## config.mk

```make
export PLATFORM = sky130hd
export DESIGN_NAME = keyboard_token_parser
export DESIGN_NICKNAME = d
export VERILOG_FILES = /design/src/rtl/keyboard_pkg.sv /design/src/rtl/decimal_accumulator.sv /design/src/rtl/keyboard_token_parser.sv
export SDC_FILE = /design/constraint.sdc
export NUM_CORES = 1
export LEC_CHECK = 0
export CAP_MARGIN = 5
export CORE_MARGIN = 2
export CORE_UTILIZATION = 50
export CTS_BUF_LIST = sky130_fd_sc_hd__clkbuf_4
export CTS_CLUSTER_SIZE = 12
export DETAILED_ROUTE_END_ITERATION = 8
export PLACE_DENSITY = 0.77
export SYNTH_ARGS = -nofsm -noshare
export SYNTH_HDL_FRONTEND = slang
export SYNTH_SLANG_ARGS = --single-unit
```

## constraint.sdc

```tcl
create_clock -name clk -period 3.8 [get_ports clk]
set_input_delay 1.14 -clock clk [delete_from_list [all_inputs] [get_ports clk]]
set_output_delay 1.14 -clock clk [all_outputs]
set_load 0.005 [all_outputs]
```

## src/rtl/keyboard_pkg.sv

```systemverilog
// keyboard_pkg: key code constants, operator encoding and parser FSM states
// shared by the keyboard token parser and its test bench.
package keyboard_pkg;

  localparam int unsigned KEY_DIGIT_MAX = 9;
  localparam int unsigned KEY_OP_FIRST  = 10;
  localparam int unsigned KEY_OP_LAST   = 13;
  localparam int unsigned KEY_ENTER     = 14;
  localparam int unsigned KEY_CLEAR     = 15;

  typedef enum logic [1:0] {
    ADD = 2'd0,
    SUB = 2'd1,
    MUL = 2'd2,
    MOD = 2'd3
  } op_t;

  typedef enum logic [1:0] {
    S_A   = 2'd0,
    S_B   = 2'd1,
    S_OUT = 2'd2
  } parser_state_t;

endpackage

```

## src/rtl/decimal_accumulator.sv

```systemverilog
// decimal_accumulator: saturating decimal-to-binary operand accumulator.
// Ports:
//   clk, rst          clock, synchronous active-high reset
//   clear_all_i       clear acc, digit count and sticky overflow
//   clear_entry_i     clear acc and digit count only (overflow kept)
//   load_i, digit_i   append one decimal digit (ignored past MAX_DIGITS)
//   acc_o             current accumulated value
//   cnt_zero_o        no digit accepted yet for this operand
//   ovf_o             sticky saturation flag
module decimal_accumulator #(
  parameter int unsigned DATA_W     = 8,
  parameter int unsigned MAX_DIGITS = 3
) (
  input  logic              clk,
  input  logic              rst,
  input  logic              clear_all_i,
  input  logic              clear_entry_i,
  input  logic              load_i,
  input  logic [3:0]        digit_i,
  output logic [DATA_W-1:0] acc_o,
  output logic              cnt_zero_o,
  output logic              ovf_o
);

  localparam int unsigned CNT_W = $clog2(MAX_DIGITS + 1);
  localparam int unsigned EXT_W = DATA_W + 4;

  logic [DATA_W-1:0] acc_q, acc_d;
  logic [CNT_W-1:0]  cnt_q, cnt_d;
  logic              ovf_q, ovf_d;
  logic [EXT_W-1:0]  sum;
  logic              sat;

  // acc*10+9 always fits in DATA_W+4 bits, so any set high nibble means saturation.
  always_comb begin
    sum = EXT_W'(acc_q) * EXT_W'(10) + EXT_W'(digit_i);
    sat = |sum[EXT_W-1:DATA_W];
  end

  always_comb begin
    acc_d = acc_q;
    cnt_d = cnt_q;
    ovf_d = ovf_q;
    if (clear_all_i) begin
      acc_d = '0;
      cnt_d = '0;
      ovf_d = 1'b0;
    end else if (clear_entry_i) begin
      acc_d = '0;
      cnt_d = '0;
    end else if (load_i && (cnt_q < CNT_W'(MAX_DIGITS))) begin
      cnt_d = cnt_q + CNT_W'(1);
      if (sat) begin
        acc_d = '1;
        ovf_d = 1'b1;
      end else begin
        acc_d = sum[DATA_W-1:0];
      end
    end
  end

  always_ff @(posedge clk) begin
    if (rst) begin
      acc_q <= '0;
      cnt_q <= '0;
      ovf_q <= 1'b0;
    end else begin
      acc_q <= acc_d;
      cnt_q <= cnt_d;
      ovf_q <= ovf_d;
    end
  end

  assign acc_o      = acc_q;
  assign cnt_zero_o = (cnt_q == '0);
  assign ovf_o      = ovf_q;

endmodule

```

## src/rtl/keyboard_token_parser.sv

```systemverilog
// keyboard_token_parser: assembles "A op B enter" calculator tokens from a
// stream of decoded key codes and hands them to the ALU via valid/ready.
// Ports:
//   clk, rst                  clock, synchronous active-high reset
//   key_code, key_valid       decoded key strobe (dropped while key_ready low)
//   key_ready                 low only while a token is being presented
//   entry_value               live operand being typed (0 while presenting)
//   operand_a/b, op, overflow finished token fields, held until overwritten
//   out_valid, out_ready      token handshake towards the ALU
module keyboard_token_parser
  import keyboard_pkg::*;
#(
  parameter int unsigned CODE_W     = 4,
  parameter int unsigned DATA_W     = 8,
  parameter int unsigned MAX_DIGITS = 3
) (
  input  logic              clk,
  input  logic              rst,
  input  logic [CODE_W-1:0] key_code,
  input  logic              key_valid,
  output logic              key_ready,
  output logic [DATA_W-1:0] entry_value,
  output logic [DATA_W-1:0] operand_a,
  output logic [DATA_W-1:0] operand_b,
  output logic [1:0]        op,
  output logic              overflow,
  output logic              out_valid,
  input  logic              out_ready
);

  parser_state_t     state_q, state_d;
  logic [DATA_W-1:0] opa_q, opa_d, opb_q, opb_d;
  op_t               op_q, op_d;
  logic              ovf_out_q, ovf_out_d;

  logic [DATA_W-1:0] acc;
  logic              cnt_zero, acc_ovf;
  logic              acc_load, acc_clr_all, acc_clr_entry;

  logic              accept;
  logic [31:0]       code;
  logic              is_digit, is_op, is_enter, is_clear;

  assign accept   = key_valid && key_ready;
  assign code     = 32'(key_code);
  assign is_digit = (code <= KEY_DIGIT_MAX);
  assign is_op    = (code >= KEY_OP_FIRST) && (code <= KEY_OP_LAST);
  assign is_enter = (code == KEY_ENTER);
  assign is_clear = (code == KEY_CLEAR);

  decimal_accumulator #(
    .DATA_W     (DATA_W),
    .MAX_DIGITS (MAX_DIGITS)
  ) u_acc (
    .clk           (clk),
    .rst           (rst),
    .clear_all_i   (acc_clr_all),
    .clear_entry_i (acc_clr_entry),
    .load_i        (acc_load),
    .digit_i       (4'(code)),
    .acc_o         (acc),
    .cnt_zero_o    (cnt_zero),
    .ovf_o         (acc_ovf)
  );

  always_comb begin
    state_d       = state_q;
    opa_d         = opa_q;
    opb_d         = opb_q;
    op_d          = op_q;
    ovf_out_d     = ovf_out_q;
    acc_load      = 1'b0;
    acc_clr_all   = 1'b0;
    acc_clr_entry = 1'b0;
    unique case (state_q)
      S_A, S_B: begin
        if (accept) begin
          if (is_digit) begin
            acc_load = 1'b1;
          end else if (is_clear) begin
            acc_clr_all = 1'b1;
            opa_d       = '0;
            opb_d       = '0;
            op_d        = ADD;
            ovf_out_d   = 1'b0;
            state_d     = S_A;
          end else if (is_op && state_q == S_A && !cnt_zero) begin
            opa_d         = acc;
            op_d          = op_t'(2'(code - KEY_OP_FIRST));
            acc_clr_entry = 1'b1;
            state_d       = S_B;
          end else if (is_op && state_q == S_B && cnt_zero) begin
            op_d = op_t'(2'(code - KEY_OP_FIRST));
          end else if (is_enter && state_q == S_B && !cnt_zero) begin
            opb_d     = acc;
            ovf_out_d = acc_ovf;
            state_d   = S_OUT;
          end
        end
      end
      S_OUT: begin
        if (out_ready) begin
          acc_clr_all = 1'b1;
          state_d     = S_A;
        end
      end
      default: state_d = S_A;
    endcase
  end

  always_ff @(posedge clk) begin
    if (rst) begin
      state_q   <= S_A;
      opa_q     <= '0;
      opb_q     <= '0;
      op_q      <= ADD;
      ovf_out_q <= 1'b0;
    end else begin
      state_q   <= state_d;
      opa_q     <= opa_d;
      opb_q     <= opb_d;
      op_q      <= op_d;
      ovf_out_q <= ovf_out_d;
    end
  end

  assign key_ready   = (state_q != S_OUT);
  assign out_valid   = (state_q == S_OUT);
  assign entry_value = (state_q == S_OUT) ? '0 : acc;
  assign operand_a   = opa_q;
  assign operand_b   = opb_q;
  assign op          = op_q;
  assign overflow    = ovf_out_q;

endmodule
```

; ---- After elaboration in Yosys (flattened, before gate mapping)
; Index checks and enable logic that the tools add are counted.
[totals]
regBits = 32
input_bits = 8
output_inout_bits = 29
[classes]
n_addsub = 3
mul = 1
magnitude_cmp = 4
n_eq_ne = 12
muxes = 36
n_bitwise = 2
reduce_logical = 24
[op_table]
columns = cell, n
row1 = two-way mux 8 bit, 8
row2 = two-way mux 2 bit, 10
row3 = two-way mux 1 bit, 16
row4 = adder 12 x 4 -> 12 bit, 1
row5 = "multiplier 8 x 3 -> 11 bit, second input constant", 1
row6 = "!= test 2 bit, second input constant", 5
row7 = logical AND 1 bit, 9
row8 = "== test 4 bit, second input constant", 2
row9 = "less-or-equal comparator 4 bit, second input constant", 2
row10 = "!= test 4 bit, second input constant", 2
row11 = AND reduction 4 bit, 2
row12 = AND reduction 6 bit, 1
row13 = AND reduction 5 bit, 1
row14 = ">= comparator 4 bit, second input constant", 1
row15 = logical NOT 2 bit, 2
row16 = case mux 2 bit (2 select lines), 1
row17 = nonzero test 2 bit, 2
row18 = OR reduction 2 bit, 2
row19 = OR reduction 4 bit, 1
row20 = AND reduction 3 bit, 1
row21 = nonzero test 3 bit, 1
row22 = OR reduction 3 bit, 1
row23 = "adder 2 x 1 -> 2 bit, second input constant", 1
row24 = "== test 2 x 1 -> 1 bit, second input constant", 1
row25 = other kinds (7), 8

; ---- Logic depth before layout (Yosys ltp)
; Gate-level depths: netlist (run 1).
[depth]
depth_word = 11
ltp_mapped = 10
ltp_nobuf = 9

; ---- Hierarchy
; From an unflattened synthesis (run 1), not the netlist that was laid out.
[hier_totals]
cells_unflattened = 240
hier_area_um2 = 2083.2
[by_module_without_submodules]
columns = module, instances, cells_per_inst, area_per_inst_um2, seq_area_each_um2
row1 = keyboard_token_parser, 1, 129, 1061.0, 420.4
row2 = decimal_accumulator, 1, 111, 1022.2, 220.2

; ---- Worst setup path before layout (run 1)
; No wires, ideal clock.
[synth_timing]
path_kind = input to register
from = in key_code[2]
to = reg u_acc.acc_q[0], in the netlist u_acc.acc_o[0]
t_arrival_ns = 2.692
required_ns = 3.681
path_slack_ns = 0.990
path_stages = 7
path_buffers = 0
path_cell_list = ha_1 -> a21o_1 -> a21oi_1 -> nor4b_4 -> a211oi_1 -> o21ai_4 -> o221a_1
[synth_via]
elab_chain_cells = 10
elab_cells_between_ends = 24
cone_classes = add/sub: 1 / order compare: 3 / eq/ne: 1 / mux: 13 / reduce/logical: 6
[synth_lines]
columns = element, line_no
row1 = start: declaration, keyboard_token_parser.sv:19  ; input logic [CODE_W-1:0] key_code,
row2 = >= comparator 4 bit or less-or-equal comparator 4 bit (tied branches), keyboard_token_parser.sv:47  ; assign is_op = (code >= KEY_OP_FIRST) && (code <= KEY_OP_LAST);
row3 = logical AND 1 bit, keyboard_token_parser.sv:47
row4 = logical AND 1 bit (2 in a row), keyboard_token_parser.sv:87  ; end else if (is_op && state_q == S_A && !cnt_zero) begin
row5 = two-way mux 1 bit, keyboard_token_parser.sv:87
row6 = two-way mux 1 bit, keyboard_token_parser.sv:80  ; end else if (is_clear) begin
row7 = two-way mux 1 bit, keyboard_token_parser.sv:78  ; if (is_digit) begin
row8 = two-way mux 1 bit, keyboard_token_parser.sv:77  ; if (accept) begin
row9 = two-way mux 1 bit, keyboard_token_parser.sv:75  ; unique case (state_q)
row10 = OR reduction 3 bit (no source line), n/a
row11 = end signal: assignment, decimal_accumulator.sv:64  ; acc_q <= '0;
row12 = end signal: assignment, decimal_accumulator.sv:68  ; acc_q <= acc_d;
row13 = end: declaration, decimal_accumulator.sv:28  ; logic [DATA_W-1:0] acc_q, acc_d;
; Parallel ways exist; a longest one is shown, timed or not.
; A chain may end at the register's enable or synchronous reset.

; ---- Final worst setup path (run 1)
[layout_timing]
from = reg state_q[1]
to = out out_valid
[layout_via]
elab_chain_cells = 1
[layout_lines]
columns = element, line_no
row1 = start: declaration, keyboard_token_parser.sv:31  ; parser_state_t state_q, state_d;
row2 = start signal: assignment, keyboard_token_parser.sv:119  ; state_q <= state_d;
row3 = == test 2 bit, keyboard_token_parser.sv:128  ; assign out_valid = (state_q == S_OUT);
row4 = end: declaration, keyboard_token_parser.sv:27  ; output logic out_valid,
; No other way between the ends.

==> impl_metrics.json, run 1 <==
{
  "rsz0062_at_grt": "no",
  "drtAntennaViolNets": 0,
  "insertion_delay_ns": 0.32,
  "yosys_register_bits": 32,
  "die-area_um2": 4450,
  "place_ws_ns": 0.382,
  "post_cts_resized": 0,
  "crit_path_end_kind": "primary output",
  "drc_errors": 0,
  "synth_top_area_cell": "dfxtp_1",
  "place_congestion": 0.854,
  "whs_ns": 0.457,
  "ys_seq_area_share_pct": 32.5,
  "io_pins": 37,
  "crit_path_start_kind": "flop",
  "htree_num_levels": 2,
  "status": "completed",
  "reg2regPathDepth": 9,
  "synthTopCellsByArea": "dfxtp_1 33%, ha_1 11%, a21oi_1 6.1%",
  "synth_edf_count": 0,
  "cts-buffers-inserted": 5,
  "ys.flop_type": "dfxtp_1",
  "cts_hold_buffers": 0,
  "synth_most_common_cell": "dfxtp_1",
  "grt_first_pass_wirelength_um": 7180,
  "clkTransAtPathRegs_ns": 0.10,
  "synth_top_area_share_pct": 32.5,
  "syn_inst": 225,
  "vdd_drop_max_mv": 0.171,
  "dp_hpwl_um": 3300,
  "wire_per_inst_um": 13.9,
  "syn_nets": 252,
  "slowest_stage": "dfxtp_1",
  "period_share_pct": 81.7,
  "layout.nets": 289,
  "leakagePower_nw": 0.988,
  "syn_area_um2": 1970,
  "crit_chain": "nand2b_1, inv_1, clkdlybuf4s50_1",
  "clock.fmax_ghz": 0.322,
  "critPathArrivalTime_ns": 1.96,
  "area_growth_pct": 24.9,
  "setup_slack_ns": 0.697,
  "finalSetupViolCount": 0,
  "hold_class": "flop to flop",
  "skew_ns": 0.00724,
  "cts_tree": "done",
  "slew_violations": 0,
  "tightest_slew_ns": 0.553,
  "async_flop_share_pct": 0,
  "crit_fanout": 10,
  "finalSetupTns_ns": 0,
  "vias": 1700,
  "drt_pass1_iterations": 4,
  "drt_iter0_drc": 120,
  "synth_commonest_cells": "32 x dfxtp_1, 24 x a21oi_1, 24 x nand2_1",
  "fin_crit_ns": 3.10,
  "overflow": 0,
  "wirelength_um": 4330,
  "grt_usage_pct": 21.3,
  "grt_pass1_vias": 1468,
  "clk_path_buf_depth": 2,
  "cap_viol_max_count": 0,
  "yosys_warnings": 0,
  "power_w": 0.000870,
  "layout-drive-gt1-share_pct": 9.51,
  "power_density_nw_per_um2": 354,
  "core-area_um2": 3720,
  "num_rows": 22,
  "cts_sinks": 32,
  "antenna-diode-count": 0,
  "postSynthAreaPerCell_um2": 8.75,
  "initial_core_util_pct": 53.0,
  "grt_max_degree": 23,
  "die_w_um": 66.7,
  "cts_root_buf": "clkbuf_4",
  "post-cts-setup-buffer-count": 0,
  "holdPathStages": 2,
  "antenna_found_initial": 0,
  "yosys.cell_types.count": 46,
  "die_h_um": 66.7,
  "fin_util_pct": 66.2,
  "critPathKind": "flop to primary output",
  "max_slew_margin_pct": 63.1,
  "via_per_inst": 5.47,
  "port_buffers": 36,
  "hold_viol": 0,
  "required_ns": 2.66,
  "critical-path-max-stage-delay_ns": 0.59
}
[report_power, final]
group | total (W) | internal (W) | switching, W
clock | 0.000258 | 0.000145 | 0.000113
sequential | 0.000373 | 0.000350 | 0.0000230
combinational | 0.000239 | 0.000115 | 0.000124
total | 0.000870 | 0.000610 | 0.000260
[kinds of logic after synthesis]
kind of cell	after synthesis	synth area share, %
adder cells (fa/ha/maj)	19	12.8
XOR/XNOR	7	3.12
AND/OR/NAND/NOR	90	25.7
multiplexers	2	1.02
buffers and inverters	22	4.51
flip-flops	32	32.5
AO/OA/AOI/OAI	53	20.3
[per-layer routing]
metal	wire (um)	track usage [%]
met1	2210	30.5
met5	0	0
met3	130	4.05
met2	1960	32.1
met4	34	6.89
[cell type report]
cell class	count	area (um2)
Clock buffer	6	45.0
Inverter	11	41.3
Multi-Input combinational cell	171	1240
Sequential cell	32	641
Tap cell	48	60.1
Clock inverter	2	35.0
Timing Repair Buffer	41	398
Fill cell	327	1260
[worst paths after layout]
| path | slack [ns] | startpoint | to |
|---|---|---|---|
| worst max-delay path | 0.70 | state_q[1]$_SDFFE_PP0P_ | out_valid |
| worst min-delay path | 0.46 | operand_a[5]$_SDFFE_PP0P_ | operand_a[5]$_SDFFE_PP0P_ |
| worst max register to register | 0.89 | u_acc.acc_o[3]$_SDFFE_PP0P_ | u_acc.acc_o[3]$_SDFFE_PP0P_ |
| worst min register to register | 0.46 | operand_a[5]$_SDFFE_PP0P_ | operand_a[5]$_SDFFE_PP0P_ |
[registers in the layout (all words and copies together), names as in the netlist]
signal / cells
state_q: 2
overflow: 1
u_acc.acc_o: 8
u_acc.ovf_o: 1
u_acc.cnt_q: 2
operand_a: 8
operand_b: 8
op: 2
[worst max-delay path: cells and delay by family (launching register included)]
family        cells  cell delay (ns)
flops             1             0.59
simple gates      1             0.33
buf+inv           2             0.72
[cells in the final DEF, fill, tap and decap left out, types with 2 or more instances in the layout]
cell,n
clkdlybuf4s50_1,36
dfxtp_1,32
a21oi_1,24
nand2_1,24
nor2_1,23
ha_1,17
nand3_1,12
inv_1,11
and2_1,8
o221a_1,8
xnor2_1,6
clkbuf_4,6
buf_4,5
a21o_1,4
a211oi_1,3
nor2b_1,3
nor4b_4,2
mux2i_1,2
nand4_1,2
a21boi_1,2
nand3b_1,2
o21ai_0,2
or3_1,2
fa_1,2
[through the flow]
| step | std cells | area (um2) |
|---|---|---|
| 6_report | 311 | 2460 |
| 5_1_grt | 311 | 2460 |
| 4_1_cts | 311 | 2460 |
| 3_5_place_dp | 303 | 2380 |
| 3_3_place_gp | 303 | 2380 |
| 2_1_floorplan | 225 | 1970 |
Note: power is estimated with default switching activity, not from simulation.
==> run 2: changes to the inputs <==
--- a/config.mk
+++ b/config.mk
@@ -7,11 +7,11 @@
 export LEC_CHECK = 0
 export CAP_MARGIN = 5
 export CORE_MARGIN = 2
-export CORE_UTILIZATION = 50
+export CORE_UTILIZATION = 49
 export CTS_BUF_LIST = sky130_fd_sc_hd__clkbuf_4
 export CTS_CLUSTER_SIZE = 12
 export DETAILED_ROUTE_END_ITERATION = 8
-export PLACE_DENSITY = 0.77
+export PLACE_DENSITY = 0.79
 export SYNTH_ARGS = -nofsm -noshare
 export SYNTH_HDL_FRONTEND = slang
 export SYNTH_SLANG_ARGS = --single-unit
==> constraint.sdc (replaced) <==
create_clock -name clk -period 2.7 [get_ports clk]
set_input_delay 0.81 -clock clk [delete_from_list [all_inputs] [get_ports clk]]
set_output_delay 0.81 -clock clk [all_outputs]
set_load 0.005 [all_outputs]
==> run 2 against run 1 <==
Effect of this change:
- sequential power rose by 37%
- final area grew 11%
- global-route usage up 2.8 points
- total power increased by 54%
- first-iteration DRC count is 21% higher
- critical path depth rose by 7
- count of clock-buffer cells in the layout down 1
- wire length grew 17%
- sequential share of layout area is 2.4 points lower
- critical endpoint is now u_acc.acc_o[1]$_SDFFE_PP0P_
==> impl_metrics.json, run 2 (synthesized netlist as in run 1, its figures left out) <==
{
  "clock_power_share_pct": 27.1,
  "drc_errors": 0,
  "via_per_inst": 5.46,
  "tightest_slew_ns": 0.353,
  "slew_violations": 0,
  "power_w": 0.00134,
  "hold_class": "flop to flop",
  "initial_core_util_pct": 49.9,
  "htree_num_levels": 2,
  "pwr-share-seq_pct": 38.3,
  "crit_path_start_kind": "flop",
  "place_congestion": 0.874,
  "combPwrFrac_pct": 34.5,
  "grt_first_pass_wirelength_um": 8150,
  "cts_sinks": 32,
  "antenna-diode-count": 0,
  "max_slew_margin_pct": 76.4,
  "top_layer": "met4",
  "dp_hpwl_um": 3650,
  "drt_pass1_iterations": 6,
  "clkTransAtPathRegs_ns": 0.10,
  "power_density_nw_per_um2": 490,
  "cts_root_buf": "clkbuf_4",
  "dp_cells": 327,
  "num_rows": 23,
  "fin_crit_ns": 2.68,
  "final_cell_mix": "36 x clkdlybuf4s50_1, 29 x buf_4, 28 x dfxtp_1",
  "drt_iter0_drc": 145,
  "grt_pass1_vias": 1746,
  "crit_path_start": "u_acc.acc_o[3]$_SDFFE_PP0P_",
  "required_ns": 2.94,
  "cts_tree": "done",
  "finalSetupTns_ns": 0,
  "clock.fmax_ghz": 0.374,
  "crit_path_end_kind": "flop",
  "wire_per_inst_um": 15.0,
  "drtAntennaViolNets": 0,
  "wl_met3_um": 242,
  "cp-endpoint": "u_acc.acc_o[1]$_SDFFE_PP0P_",
  "vdd_drop_max_mv": 0.254,
  "layout-drive-gt1-share_pct": 21.5,
  "insertion_delay_ns": 0.35,
  "p_sw_share_pct": 31.6,
  "grt_usage_pct": 24.2,
  "die-area_um2": 4540,
  "leakagePower_nw": 1.12,
  "grt_max_degree": 22,
  "critPathArrivalTime_ns": 2.92,
  "route.layer.met1.wl_um": 2100,
  "r2r_end": "u_acc.acc_o[1]$_SDFFE_PP0P_",
  "antenna_found_initial": 0,
  "period_share_pct": 99.1,
  "die_h_um": 67.4,
  "die_w_um": 67.4,
  "status": "completed",
  "wl_met2_um": 2610,
  "core-area_um2": 3940,
  "rsz0062_at_grt": "yes",
  "wirelength_um": 5050,
  "area_growth_pct": 38.6,
  "io_pins": 37,
  "r2r_start": "u_acc.acc_o[3]$_SDFFE_PP0P_",
  "cts-buffers-inserted": 5,
  "switchingPower_w": 0.000423,
  "hold_viol": 0,
  "crit_fanout": 8,
  "clk_path_buf_depth": 2,
  "critPathKind": "flop to flop",
  "rrSetupSlack_ns": 0.02,
  "reg2regPathDepth": 10,
  "layout.nets": 314,
  "port_buffers": 36,
  "fin_util_pct": 69.2,
  "cap_viol_max_count": 0,
  "finalSetupViolCount": 0,
  "skew_ns": 0.0112,
  "power.internal_w": 0.000914,
  "mostFrequentLayoutCell": "clkdlybuf4s50_1",
  "overflow": 0,
  "final_cell_count_no_fill": 338,
  "vias": 1847
}
## run 2: cell types whose count changed in the layout (fill, tap and decap cells not counted), sizes merged
cell / change
buf: +25
clkbuf: -1
clkinv: +1
## run 2: power groups by stage
| stage | clock network, W | registers (W) | logic [W] |
|---|---|---|---|
| after floorplan | 0 | 0.000523 | 0.000242 |
| after global placement | 0 | 0.000519 | 0.000402 |
| after detailed placement | 0 | 0.000519 | 0.000412 |
| after CTS | 0.000362 | 0.000509 | 0.000423 |
| after global routing | 0.000381 | 0.000515 | 0.000500 |
| final | 0.000363 | 0.000512 | 0.000462 |
## run 2: how the worst min path moves through the flow
stage	startpoint	cells after the start	to	slack (ns)
floorplan	op[1]$_SDFFE_PP0P_	2	op[1]$_SDFFE_PP0P_	0.44
global placement	op[1]$_SDFFE_PP0P_	2	op[1]$_SDFFE_PP0P_	0.44
detailed placement	operand_a[2]$_SDFFE_PP0P_	2	operand_a[2]$_SDFFE_PP0P_	0.45
CTS	operand_a[2]$_SDFFE_PP0P_	2	operand_a[2]$_SDFFE_PP0P_	0.46
global route	operand_a[2]$_SDFFE_PP0P_	2	operand_a[2]$_SDFFE_PP0P_	0.49
finish	operand_a[2]$_SDFFE_PP0P_	2	operand_a[2]$_SDFFE_PP0P_	0.46
## run 2: area by class of cell
| cell class | count | area [um2] |
|---|---|---|
| tap | 50 | 62.6 |
| inverter | 11 | 41.3 |
| timing repair buffer | 66 | 598 |
| clock buffer | 5 | 37.5 |
| sequential | 32 | 646 |
| clock inverter | 3 | 37.5 |
| multi-input combinational | 171 | 1310 |
| fill | 325 | 1210 |
## run 2: critical path: stages (launching register included)
cell	delay, ns
dfxtp_2	0.35
ha_4	0.24
ha_4	0.17
fa_2	0.61
nand2_4	0.07
nor2_4	0.13
nor4b_4	0.28
buf_4	0.16
a21boi_4	0.19
o21ai_4	0.11
o221a_1	0.25
## run 2: routing by layer
layer	GRT usage, %	vias to the layer above
li1	-	921
met4	10.5	0
met3	6.00	11
met1	29.4	857
met2	40.5	58
met5	0	-
## run 2: per-stage QoR
| step | setup slack (ns) | hold slack, ns | cell area (um2) |
|---|---|---|---|
| finish | 0.0236 | 0.457 | 2730 |
| global route | -0.0851 | 0.487 | 2730 |
| detailed placement | -0.274 | 0.447 | 2560 |
| CTS | 0.00462 | 0.460 | 2650 |
| floorplan | 0.102 | 0.442 | 1970 |
| global placement | -0.215 | 0.439 | 2560 |
## run 2: timing repair
action,4_1_cts,5_1_grt
gates resized for setup,4,13
pin swaps,2,13
buffers inserted,0,3
endpoints found under the setup margin,8,11
hold buffers,0,0
